**src/rtl/vga_pkg.sv**
```systemverilog
// Shared VGA timing defaults, timing-total helper and the flag bundle carried down the delay pipe.
package vga_pkg;

  localparam int unsigned H_ACTIVE_DEF = 640;
  localparam int unsigned H_FP_DEF     = 16;
  localparam int unsigned H_SYNC_DEF   = 96;
  localparam int unsigned H_BP_DEF     = 48;
  localparam int unsigned V_ACTIVE_DEF = 480;
  localparam int unsigned V_FP_DEF     = 10;
  localparam int unsigned V_SYNC_DEF   = 2;
  localparam int unsigned V_BP_DEF     = 33;
  localparam int unsigned ADDR_W_DEF   = 19;
  localparam int unsigned PIXEL_W      = 24;

  function automatic int unsigned timing_total(input int unsigned act, input int unsigned fp,
                                               input int unsigned sync, input int unsigned bp);
    return act + fp + sync + bp;
  endfunction

  localparam int unsigned H_TOTAL_DEF = timing_total(H_ACTIVE_DEF, H_FP_DEF, H_SYNC_DEF, H_BP_DEF);
  localparam int unsigned V_TOTAL_DEF = timing_total(V_ACTIVE_DEF, V_FP_DEF, V_SYNC_DEF, V_BP_DEF);

  typedef struct packed {
    logic h_draw;
    logic v_draw;
    logic hsync;
    logic vsync;
    logic frame_start;
  } vga_flags_t;

endpackage

```
**src/rtl/vga_timing_gen.sv**
```systemverilog
// Horizontal/vertical scan counters with raw (undelayed) draw, sync and frame-start flags.
module vga_timing_gen
  import vga_pkg::*;
#(
  parameter int unsigned H_ACTIVE = H_ACTIVE_DEF,
  parameter int unsigned H_FP     = H_FP_DEF,
  parameter int unsigned H_SYNC   = H_SYNC_DEF,
  parameter int unsigned H_BP     = H_BP_DEF,
  parameter int unsigned V_ACTIVE = V_ACTIVE_DEF,
  parameter int unsigned V_FP     = V_FP_DEF,
  parameter int unsigned V_SYNC   = V_SYNC_DEF,
  parameter int unsigned V_BP     = V_BP_DEF,
  parameter bit          SYNC_POL = 1'b0
) (
  input  logic       clk_i,
  input  logic       rst_i,
  input  logic       en_i,
  output vga_flags_t flags_c_o,
  output logic       frame_end_c_o
);

  localparam int unsigned H_TOTAL = timing_total(H_ACTIVE, H_FP, H_SYNC, H_BP);
  localparam int unsigned V_TOTAL = timing_total(V_ACTIVE, V_FP, V_SYNC, V_BP);
  localparam int unsigned HCW     = $clog2(H_TOTAL);
  localparam int unsigned VCW     = $clog2(V_TOTAL);

  logic [HCW-1:0] h_cnt_q, h_cnt_d;
  logic [VCW-1:0] v_cnt_q, v_cnt_d;
  logic           h_last, v_last, h_in_sync, v_in_sync;

  assign h_last        = (h_cnt_q == HCW'(H_TOTAL - 1));
  assign v_last        = (v_cnt_q == VCW'(V_TOTAL - 1));
  assign frame_end_c_o = h_last & v_last;

  always_comb begin
    h_cnt_d = h_cnt_q;
    v_cnt_d = v_cnt_q;
    if (en_i) begin
      if (h_last) begin
        h_cnt_d = '0;
        v_cnt_d = v_last ? '0 : v_cnt_q + VCW'(1);
      end else begin
        h_cnt_d = h_cnt_q + HCW'(1);
      end
    end
  end

  always_ff @(posedge clk_i or posedge rst_i) begin
    if (rst_i) begin
      h_cnt_q <= '0;
      v_cnt_q <= '0;
    end else begin
      h_cnt_q <= h_cnt_d;
      v_cnt_q <= v_cnt_d;
    end
  end

  assign h_in_sync = (h_cnt_q >= HCW'(H_ACTIVE + H_FP)) && (h_cnt_q < HCW'(H_ACTIVE + H_FP + H_SYNC));
  assign v_in_sync = (v_cnt_q >= VCW'(V_ACTIVE + V_FP)) && (v_cnt_q < VCW'(V_ACTIVE + V_FP + V_SYNC));

  always_comb begin
    flags_c_o             = '0;
    flags_c_o.h_draw      = (h_cnt_q < HCW'(H_ACTIVE));
    flags_c_o.v_draw      = (v_cnt_q < VCW'(V_ACTIVE));
    flags_c_o.hsync       = h_in_sync ? SYNC_POL : ~SYNC_POL;
    flags_c_o.vsync       = v_in_sync ? SYNC_POL : ~SYNC_POL;
    flags_c_o.frame_start = (h_cnt_q == '0) && (v_cnt_q == '0);
  end

endmodule

```
**src/rtl/vga_img_sched.sv**
```systemverilog
// VGA scan-out memory scheduler: per-pixel read issue, latency-matched strobes, loader write arbitration.
module vga_img_sched
  import vga_pkg::*;
#(
  parameter int unsigned H_ACTIVE = H_ACTIVE_DEF,
  parameter int unsigned H_FP     = H_FP_DEF,
  parameter int unsigned H_SYNC   = H_SYNC_DEF,
  parameter int unsigned H_BP     = H_BP_DEF,
  parameter int unsigned V_ACTIVE = V_ACTIVE_DEF,
  parameter int unsigned V_FP     = V_FP_DEF,
  parameter int unsigned V_SYNC   = V_SYNC_DEF,
  parameter int unsigned V_BP     = V_BP_DEF,
  parameter bit          SYNC_POL = 1'b0,
  parameter int unsigned RD_LAT   = 1,
  parameter int unsigned ADDR_W   = ADDR_W_DEF,
  parameter int unsigned DATA_W   = PIXEL_W
) (
  input  logic              clk,
  input  logic              rst,
  input  logic              en,
  output logic [ADDR_W-1:0] mem_addr,
  output logic              mem_rd,
  output logic              mem_we,
  output logic [DATA_W-1:0] mem_wdata,
  input  logic [DATA_W-1:0] mem_rdata,
  input  logic              wr_req,
  input  logic [ADDR_W-1:0] wr_addr,
  input  logic [DATA_W-1:0] wr_data,
  output logic              wr_gnt,
  output logic              HDraw,
  output logic              VDraw,
  output logic              hsync,
  output logic              vsync,
  output logic [DATA_W-1:0] pixel,
  output logic              frame_start
);

  localparam vga_flags_t FLAGS_RST = vga_flags_t'({2'b00, ~SYNC_POL, ~SYNC_POL, 1'b0});

  vga_flags_t        raw_flags;
  logic              frame_end;
  logic              rd_active;
  logic [ADDR_W-1:0] rd_addr_q, rd_addr_d;
  vga_flags_t        pipe_q [RD_LAT];
  vga_flags_t        pipe_d [RD_LAT];
  vga_flags_t        out_flags;

  vga_timing_gen #(
    .H_ACTIVE (H_ACTIVE), .H_FP (H_FP), .H_SYNC (H_SYNC), .H_BP (H_BP),
    .V_ACTIVE (V_ACTIVE), .V_FP (V_FP), .V_SYNC (V_SYNC), .V_BP (V_BP),
    .SYNC_POL (SYNC_POL)
  ) u_timing (
    .clk_i         (clk),
    .rst_i         (rst),
    .en_i          (en),
    .flags_c_o     (raw_flags),
    .frame_end_c_o (frame_end)
  );

  // Reads are suppressed while reset is held so the port is quiet during reset.
  assign rd_active = en & ~rst & raw_flags.h_draw & raw_flags.v_draw;

  always_comb begin
    rd_addr_d = rd_addr_q;
    if (en) begin
      if (frame_end) begin
        rd_addr_d = '0;
      end else if (rd_active) begin
        rd_addr_d = rd_addr_q + ADDR_W'(1);
      end
    end
  end

  always_comb begin
    pipe_d = pipe_q;
    if (en) begin
      pipe_d[0] = raw_flags;
      for (int i = 1; i < RD_LAT; i++) begin
        pipe_d[i] = pipe_q[i-1];
      end
    end
  end

  always_ff @(posedge clk or posedge rst) begin
    if (rst) begin
      rd_addr_q <= '0;
      for (int i = 0; i < RD_LAT; i++) begin
        pipe_q[i] <= FLAGS_RST;
      end
    end else begin
      rd_addr_q <= rd_addr_d;
      pipe_q    <= pipe_d;
    end
  end

  // Scan-out reads own the port; the loader only gets blanking cycles.
  always_comb begin
    mem_rd    = rd_active;
    wr_gnt    = wr_req & ~rd_active;
    mem_we    = wr_gnt;
    mem_addr  = '0;
    mem_wdata = '0;
    if (rd_active) begin
      mem_addr = rd_addr_q;
    end else if (wr_gnt) begin
      mem_addr  = wr_addr;
      mem_wdata = wr_data;
    end
  end

  assign out_flags   = pipe_q[RD_LAT-1];
  assign HDraw       = out_flags.h_draw;
  assign VDraw       = out_flags.v_draw;
  assign hsync       = out_flags.hsync;
  assign vsync       = out_flags.vsync;
  assign frame_start = out_flags.frame_start;
  assign pixel       = (out_flags.h_draw & out_flags.v_draw) ? mem_rdata : '0;

endmodule

```
**config.mk**
```make
export PLATFORM = sky130hd
export DESIGN_NAME = vga_img_sched
export DESIGN_NICKNAME = d
export VERILOG_FILES = /design/src/rtl/vga_pkg.sv /design/src/rtl/vga_timing_gen.sv /design/src/rtl/vga_img_sched.sv
export SDC_FILE = /design/constraint.sdc
export NUM_CORES = 1
export LEC_CHECK = 0
export ABC_AREA = 1
export BUFFER_PORTS_ARGS = -buffer_cell sky130_fd_sc_hd__buf_2
export CAP_MARGIN = 20
export CORE_ASPECT_RATIO = 0.6
export CORE_MARGIN = 1.5
export CORE_UTILIZATION = 30
export DETAILED_ROUTE_END_ITERATION = 7
export GPL_ROUTABILITY_DRIVEN = 0
export SLEW_MARGIN = 10
export SYNTH_ARGS = -nofsm -noshare
export SYNTH_HDL_FRONTEND = slang
export SYNTH_SLANG_ARGS = --single-unit
```
**constraint.sdc**
```tcl
create_clock -name clk -period 2.4 [get_ports clk]
set_input_delay 0.12 -clock clk [delete_from_list [all_inputs] [get_ports clk]]
set_output_delay 0.12 -clock clk [all_outputs]
set_load 0.01 [all_outputs]
```
==> run_results.csv, run 1 <==
group,metric,value,unit
global_route,grt_max_degree,30,
floorplanning,core,10600,µm²
logic_synthesis,synthAdderAreaFrac,0.0193,
critical_path,cp_data_arrival_time,2.07,ns
power,clock_power_share,0.325,
timing,relSlewSlack,0.551,
logic_synthesis,synthSimpleGateAreaFrac,0.360,
floorplanning,ios,146,
hold_path,min_path_type,"input port to register",
route,drt_pass1_iterations,5,
logic_synthesis,ys.flop_type,"dfrtp_1",
timing,drv_slew,0,
clock_network,post_cts_buffers,0,
placement,io_buffers,145,
timing,fin_setup_tns,0,ns
critical_path,cp.required,2.28,ns
floorplanning,die_y,83.6,µm
route,num_vias,3576,
clock_network,cts_root_buffer,"clkbuf_16",
critical_path,start_kind,"register",
logic_synthesis,synth-seq-cells,44,
global_route,grt_pass1_vias,3209,
floorplanning,die_x,137,µm
cells_and_area,drive_gt1_frac,0.284,
logic_synthesis,synth.area.top_cells,"dfrtp_1 32%, nand2_1 14%, inv_1 12%",
global_route,antenna_found_initial,0,
cells_and_area,fin_area,4280,µm²
logic_synthesis,synth_top_area_frac,0.324,
job,max_cap_violations,0,
clock_network,clk_pin_slew,0.07,ns
route,route.detailed.drc,0,
clock_network,htreeDepth,2,
route,antenna_left,0,
logic_synthesis,synth_async_sr_flop_share,1.00,
clock_network,cts_sinks,44,
floorplanning,dieArea,11500,µm²
logic_synthesis,ys_warn_count,0,
power,net-switching-power,833,µW
logic_synthesis,muxShareOfSynthArea,0,
timing,timing.fmax,0.457,GHz
timing,finalSetupViolCount,0,
logic_synthesis,synthXorXnorAreaFrac,0.0270,
critical_path,critPathCaptureType,"primary output",
timing,rsz0062_at_grt,"false",
power,comb_power_share,0.276,
power,power_density,571,nW/µm²
power,peakVddDrop,0.000294,V
clock_network,cts_buffer_depth,2,
logic_synthesis,synth.avg_cell_area,6.42,µm²
timing,finClkSkew,0.0106,ns
critical_path,crit_type,"register to primary output",
timing,fin_crit,2.19,ns
logic_synthesis,synth_edf_count,0,
global_route,grt_pass1_wl,14700,µm
floorplanning,start_util,0.308,
global_route,overflow,0,
clock_network,cts_made_buffers,5,
route,drt_iter0_drc,300,
logic_synthesis,synthCells,506,
route,via_per_inst,4.52,
clock_network,cts_tree,"done",
logic_synthesis,yosys-top-cells-count,"119 x nand2_1, 104 x inv_1, 92 x nor2_1",
floorplanning,rows,29,
cells_and_area,syn_to_final_growth,31.9,%
cells_and_area,fin_nets,727,
route,post_drt_wl_per_cell,11.6,µm
logic_synthesis,synth_top_family_by_area,"simple AND/OR/NAND/NOR gates",
timing,tightestPinTransition,0.672,ns
placement,dpl-instance-area,4100,µm²
timing,hold_violations,0,
logic_synthesis,yosys.area.top_type,"dfrtp_1",
power,p_int,1610,µW
cells_and_area,fin_util,0.406,
power,switching_share,0.340,
route,routed_wl,9210,µm
logic_synthesis,yosysMostFrequentCell,"nand2_1",
logic_synthesis,synth_compound_area_frac,0.102,
logic_synthesis,synth_cell_types,32,
power,power_leakage,0.00246,µW
logic_synthesis,synth_nets,582,
power,seqPwrFrac,0.399,
placement,dp_hpwl,7080,µm
clock_network,clkLatencyLatePin,0.29,ns
logic_synthesis,ys_seq_area_frac,0.340,
logic_synthesis,netlist_area,3250,µm²
timing,timing.final.crit_share,0.912,
outcome,status,"finished, final reports clean",
cells_and_area,num_antenna_cells,0,
critical_path,crit_fanout,24,
global_route,grt_use_total,0.158,
critical path, stage by stage, from the launching register on:
cell and delay [ns]:
dfrtp_1 0.45, nand2_2 0.13, nand2_1 0.11, nor3_4 0.30
nand2_4 0.20, nand2_4 0.12, buf_4 0.25, nor2_1 0.07
buf_2 0.14
power groups by stage:
| stage | Sequential [µW] | Clock [µW] | Combinational, µW |
|---|---|---|---|
| 5_1_grt | 998 | 844 | 779 |
| 2_1_floorplan | 960 | 0 | 462 |
| 4_1_cts | 974 | 815 | 677 |
| 3_3_place_gp | 982 | 0 | 659 |
| 6_report | 976 | 795 | 675 |
| 3_5_place_dp | 987 | 0 | 672 |
path summary, 6_finish.rpt:
check / cells past startpoint / slack, ns / to / startpoint
min reg2reg: 2 / 0.48 / frame_start / frame_start
max in group asynchronous: 4 / 1.23 / vsync / rst
min in group asynchronous: 3 / 0.49 / HDraw / rst
max: 8 / 0.21 / mem_wdata[1] / u_timing.h_cnt_q[8]
max reg2reg: 8 / 0.39 / rd_addr_q[13] / u_timing.h_cnt_q[8]
min: 3 / 0.22 / VDraw / en
cells in the final DEF, fill, tap and decap left out, drive strengths merged, types with 2 or more instances in the layout:
cell and n:
a21oi 7, buf 148, clkbuf 5, dfrtp 42, dfstp 2, ha 5
inv 108, nand2 126, nand3 31, nand4 9, nor2 95, nor3 10
nor4 3, o21ai 40, o22ai 5, xnor2 3, xor2 7
cell families after synthesis:
kind of cell               after synthesis
AOI/OAI and AO/OA                       54
and+or+nand+nor                        273
xor gates and xnor gates                10
DFF                                     44
buffers and inverters                  120
adders and majority gates                5
state kept, by name (all words and copies together) (netlist names):
| register | count |
|---|---|
| rd_addr_q | 19 |
| u_timing.v_cnt_q | 10 |
| frame_start | 1 |
| hsync | 1 |
| u_timing.h_cnt_q | 10 |
| HDraw | 1 |
| vsync | 1 |
| VDraw | 1 |
cell type report:
cell class	instances	area [µm²]
flip-flops and latches	44	1100
multi-input cells	343	1660
well taps	139	174
inverters	108	408
fillers	1098	6270
repair buffers	149	771
clock inverters	3	42.5
clock buffers	5	125
through the flow:
stage          std cells  worst slack, ns  hold slack, ns  total power (µW)
3_5_place_dp         781            0.444           0.283              1660
3_3_place_gp         781            0.485           0.277              1640
4_1_cts              790            0.129           0.213              2470
2_1_floorplan        506            0.814           0.320              1420
6_report             791            0.211           0.219              2450
5_1_grt              791           0.0489           0.236              2620
what timing repair did:
item | in CTS | in global routing
gates resized for setup | 0 | 3
endpoints found under the hold margin | 14 | 0
setup endpoints to repair | 0 | 19
hold buffers | 1 | 0
metal layers:
layer | global-route usage | share of wire
met1 | 0.230 | 0.52
met2 | 0.245 | 0.40
met3 | 0.0352 | 0.075
met4 | 0.0201 | 0.0038
met5 | 0 | 0
Power figures use the tool's default switching activity.
==> inputs of run 2 (changes only) <==
--- a/config.mk
+++ b/config.mk
@@ -5,7 +5,6 @@
 export SDC_FILE = /design/constraint.sdc
 export NUM_CORES = 1
 export LEC_CHECK = 0
-export ABC_AREA = 1
 export BUFFER_PORTS_ARGS = -buffer_cell sky130_fd_sc_hd__buf_2
 export CAP_MARGIN = 20
 export CORE_ASPECT_RATIO = 0.6
==> run_results.csv, run 2 <==
group,metric,value,unit
logic_synthesis,synth.avg_cell_area,8.13,µm²
critical_path,critPathCaptureType,"primary output",
timing,setup_slack,0.206,ns
clock_network,cts_resized,0,
floorplanning,die_y,79.3,µm
critical_path,slowest_stage,"dfrtp_1",
cells_and_area,layout_commonest_cell,"buf_2",
clock_network,clk_pin_slew,0.06,ns
route,routed_wl,8770,µm
logic_synthesis,ys_seq_area_frac,0.379,
power,power.total,2050,µW
critical_path,crit_fanout,18,
clock_network,htreeDepth,2,
global_route,grt_use_total,0.172,
cells_and_area,reg_top3,"rd_addr_q (19), u_timing.h_cnt_q (10), u_timing.v_cnt_q (10)",
logic_synthesis,synthCells,358,
timing,hold_violations,0,
timing,drv_slew,0,
timing,rsz0062_at_grt,"false",
logic_synthesis,synth_nets,434,
logic_synthesis,synth_cell_types,45,
logic_synthesis,yosys.area.top_type,"dfrtp_1",
timing,timing.final.crit_share,0.914,
cells_and_area,fin_area,3850,µm²
placement,dpl-instance-area,3720,µm²
hold_path,min_path_type,"input port to asynchronous set/reset pin",
critical_path,start_kind,"register",
cells_and_area,largest_register_ffs,19,
floorplanning,die_x,130,µm
route,post_drt_wl_per_cell,14.2,µm
power,power_density,534,nW/µm²
route,antenna_left,0,
logic_synthesis,synth.area.top_cells,"dfrtp_1 36%, and3_1 12%, nand2_1 5.9%",
timing,fin_setup_tns,0,ns
clock_network,clkLatencyLatePin,0.28,ns
critical_path,slowest_delay,0.45,ns
clock_network,cts_buffer_depth,2,
power,power_leakage,0.00208,µW
cells_and_area,fillers,940,
clock_network,cts_tree,"done",
outcome,status,"finished, final reports clean",
logic_synthesis,ys.flop_type,"dfrtp_1",
logic_synthesis,netlist_area,2910,µm²
power,peakVddDrop,0.000261,V
cells_and_area,drive_gt1_frac,0.342,
critical_path,cp.required,2.28,ns
global_route,grt_max_degree,58,
floorplanning,ios,146,
clock_network,cts_made_buffers,5,
logic_synthesis,synth_edf_count,0,
logic_synthesis,yosys-top-cells-count,"54 x and3_1, 46 x nand2_1, 42 x dfrtp_1",
timing,finClkSkew,0.00645,ns
logic_synthesis,synth_async_sr_flop_share,1.00,
clock_network,cts_sinks,44,
critical_path,cp_data_arrival_time,2.07,ns
timing,relSlewSlack,0.622,
cells_and_area,regMostFlops,"rd_addr_q",
critical_path,critical_path.top_delay_family,"buffers and inverters",
critical_path,crit_type,"register to primary output",
floorplanning,dieArea,10300,µm²
cells_and_area,num_antenna_cells,0,
placement,dp_hpwl,6640,µm
clock_network,cts_root_buffer,"clkbuf_16",
route,num_vias,3051,
job,max_cap_violations,0,
clock_network,post_cts_buffers,0,
logic_synthesis,ys_warn_count,0,
clock_network,ctsHoldBuffers,0,
timing,fin_crit,2.19,ns
logic_synthesis,yosysMostFrequentCell,"and3_1",
route,drt_iter0_drc,231,
timing,finalSetupViolCount,0,
logic_synthesis,synth_top_area_frac,0.361,
global_route,overflow,0,
timing,timing.fmax,0.456,GHz
cells_and_area,syn_to_final_growth,32.2,%
critical_path,cp_cell_sequence,"o21ai_1 -> nand4_2 -> inv_2 -> buf_4 -> a22o_1 -> buf_2",
route,route.detailed.drc,0,
global_route,grt_pass1_vias,2696,
placement,io_buffers,145,
cells_and_area,final_cell_mix,"145 x buf_2, 54 x and3_1, 46 x nand2_1, 42 x dfrtp_1, 32 x nand3_1",
route,drt_pass1_iterations,4,
placement,dp_slack,0.373,ns
global_route,grt_pass1_wl,13900,µm
floorplanning,rows,27,
global_route,antenna_found_initial,0,
route,via_per_inst,4.93,
timing,tightestPinTransition,0.566,ns
critical_path,crit_buf_inv,3,
floorplanning,core,9290,µm²
logic_synthesis,synth-seq-cells,44,
floorplanning,start_util,0.313,
cells_and_area,fin_util,0.414,
cells_and_area,fin_nets,565,
-- run 2: worst min-delay path, delay by kind of cell --
family,cells,cell delay [ns]
buffers and inverters,3,0.66
-- run 2: final cells by class --
cell class              instances  area (µm²)  area share
clock buffers                   7         133      0.0345
well taps                     130         163      0.0423
multi-input cells             277        1650       0.428
flip-flops and latches         44        1100       0.287
inverters                      11        41.3      0.0107
repair buffers                150         763       0.198
-- run 2: metrics by stage --
stage                     hold WS (ns)  cells
after floorplan                  0.371    358
after global placement           0.368    612
after detailed placement         0.367    612
after CTS                       0.0688    619
after global routing             0.118    619
final                           0.0378    619
-- run 2: worst paths after layout --
check | from | end | slack [ns] | cells after the start
max | u_timing.h_cnt_q[7] | mem_addr[17] | 0.21 | 6
min | rst | HDraw | 0.04 | 3
max reg2reg | rd_addr_q[0] | rd_addr_q[18] | 0.34 | 6
min reg2reg | hsync | hsync | 0.48 | 2
max in group asynchronous | rst | hsync | 1.97 | 3
min in group clk | en | vsync | 0.18 | 2
-- run 2: logic make-up after synthesis --
kind of cell | Yosys count | share of synthesized area
flip-flops | 44 | 0.379
buffers and inverters | 37 | 0.0559
XOR/XNOR | 16 | 0.0481
multiplexers | 4 | 0.0146
AO/OA/AOI/OAI | 54 | 0.117
AND/OR/NAND/NOR | 198 | 0.364
adder cells (fa/ha/maj) | 5 | 0.0215
-- run 2: power breakdown --
group,switching (µW),internal [µW]
registers,117,817
logic,258,220
clock network,262,381
-- run 2: metal layers --
metal	global-route usage	part of all wire
met1	0.261	0.52
met4	0.0456	0.0070
met2	0.242	0.40
met3	0.0364	0.073
met5	0	0
==> inputs of run 3 (changes only) <==
--- a/config.mk
+++ b/config.mk
@@ -12,6 +12,8 @@
 export CORE_UTILIZATION = 30
 export DETAILED_ROUTE_END_ITERATION = 7
 export GPL_ROUTABILITY_DRIVEN = 0
+export HOLD_SLACK_MARGIN = 0.08
+export RECOVER_POWER = 25
 export SLEW_MARGIN = 10
 export SYNTH_ARGS = -nofsm -noshare
 export SYNTH_HDL_FRONTEND = slang
==> run_results.csv, run 3 (synthesis gave the netlist of run 2 again) <==
group,metric,value,unit
outcome,status,"finished, final reports clean",
timing,timing.final.crit_share,0.914,
timing,finalSetupViolCount,0,
global_route,grt_max_degree,58,
hold_path,min_from,"en",
cells_and_area,drive_gt1_frac,0.335,
clock_network,cts_tree,"done",
critical_path,slowest_delay,0.45,ns
clock_network,cts_resized,0,
floorplanning,dieArea,10300,µm²
power,power_density,533,nW/µm²
cells_and_area,reg_top3,"rd_addr_q (19), u_timing.h_cnt_q (10), u_timing.v_cnt_q (10)",
clock_network,ctsHoldBuffers,1,
cells_and_area,fin_nets,566,
route,via_per_inst,4.95,
cells_and_area,regMostFlops,"rd_addr_q",
power,switching_share,0.310,
route,post_drt_wl_per_cell,14.2,µm
placement,io_buffers,145,
hold_path,min_path_type,"input port to register",
route,num_vias,3067,
critical_path,cp_data_arrival_time,2.07,ns
power,p_int,1420,µW
placement,dp_hpwl,6640,µm
timing,timing.fmax,0.456,GHz
critical_path,cp.required,2.28,ns
global_route,overflow,0,
critical_path,start_kind,"register",
critical_path,cp_cell_sequence,"o21ai_1 -> nand4_2 -> inv_2 -> buf_4 -> a22o_1 -> buf_2",
global_route,antenna_found_initial,0,
clock_network,post_cts_buffers,0,
critical_path,crit_type,"register to primary output",
route,drt_pass1_iterations,4,
timing,relSlewSlack,0.268,
clock_network,clk_pin_slew,0.06,ns
power,net-switching-power,637,µW
cells_and_area,layout_commonest_cell,"buf_2",
floorplanning,die_y,79.3,µm
power,clock_power_share,0.313,
timing,fin_setup_tns,0,ns
critical_path,crit_fanout,18,
critical_path,slowest_stage,"dfrtp_1",
power,seqPwrFrac,0.454,
cells_and_area,syn_to_final_growth,32.3,%
clock_network,cts_sinks,44,
route,routed_wl,8800,µm
timing,tightestPinTransition,1.10,ns
power,comb_power_share,0.233,
cells_and_area,final_cell_mix,"142 x buf_2, 54 x and3_1, 46 x nand2_1, 42 x dfrtp_1, 32 x nand3_1",
critical_path,cp-startpoint,"u_timing.h_cnt_q[7]",
job,max_cap_violations,0,
route,antenna_left,0,
clock_network,clkLatencyLatePin,0.28,ns
cells_and_area,fin_util,0.415,
timing,rsz0062_at_grt,"false",
floorplanning,die_x,130,µm
timing,drv_slew,0,
cells_and_area,largest_register_ffs,19,
floorplanning,rows,27,
critical_path,critPathCaptureType,"primary output",
floorplanning,start_util,0.313,
route,route.detailed.drc,0,
critical_path,timing.rr.start,"rd_addr_q[0]",
global_route,grt_pass1_wl,13900,µm
cells_and_area,num_antenna_cells,0,
power,power_leakage,0.00207,µW
power,peakVddDrop,0.000260,V
clock_network,cts_root_buffer,"clkbuf_16",
timing,fin_crit,2.19,ns
clock_network,htreeDepth,2,
floorplanning,core,9290,µm²
clock_network,cts_made_buffers,5,
global_route,grt_pass1_vias,2696,
route,drt_iter0_drc,267,
timing,hold_violations,0,
timing,finClkSkew,0.00671,ns
clock_network,cts_buffer_depth,2,
global_route,grt_use_total,0.172,
timing,holdWs,0.182,ns
floorplanning,ios,146,
[run 3: critical path: cells and delay by family (launching register included)]
kind,cells,cell delay [ns]
and+or+nand+nor,1,0.23
DFF,1,0.45
buffers and inverters,3,0.69
AOI/OAI and AO/OA,2,0.43
[run 3: per-stage QoR]
step | total power (µW) | setup WS [ns] | area (µm²) | std cells
2_1_floorplan | 1210 | 0.0301 | 2910 | 358
3_3_place_gp | 1410 | 0.340 | 3720 | 612
3_5_place_dp | 1420 | 0.373 | 3720 | 612
4_1_cts | 2070 | 0.197 | 3860 | 620
5_1_grt | 2190 | 0.0286 | 3850 | 620
6_report | 2050 | 0.206 | 3850 | 620
[run 3: layer usage]
metal | share of wire | GRT usage
met5 | 0 | 0
met4 | 0.0069 | 0.0456
met2 | 0.40 | 0.242
met3 | 0.074 | 0.0364
met1 | 0.52 | 0.261
[run 3: layout make-up]
cell class | count | area [µm²]
Sequential cell | 44 | 1100
Fill cell | 941 | 5440
Timing Repair Buffer | 151 | 767
Clock buffer | 7 | 133
Tap cell | 130 | 163
Multi-Input combinational cell | 277 | 1650
Inverter | 11 | 41.3
[run 3: path summary, 6_finish.rpt]
kind | slack (ns) | endpoint | depth (start not counted)
setup / recovery | 0.21 | mem_addr[17] | 6
max in group asynchronous | 0.94 | u_timing.h_cnt_q[8] | 4
setup reg to reg | 0.34 | rd_addr_q[18] | 6
hold / removal | 0.18 | vsync | 2
hold reg to reg | 0.49 | hsync | 2
min in group asynchronous | 0.79 | HDraw | 4
[run 3: power groups by stage]
stage          Clock (µW)  Combinational (µW)  Sequential [µW]
3_5_place_dp            0                 480              943
6_report              643                 478              934
3_3_place_gp            0                 472              940
4_1_cts               658                 481              931
2_1_floorplan           0                 306              909
5_1_grt               686                 551              951
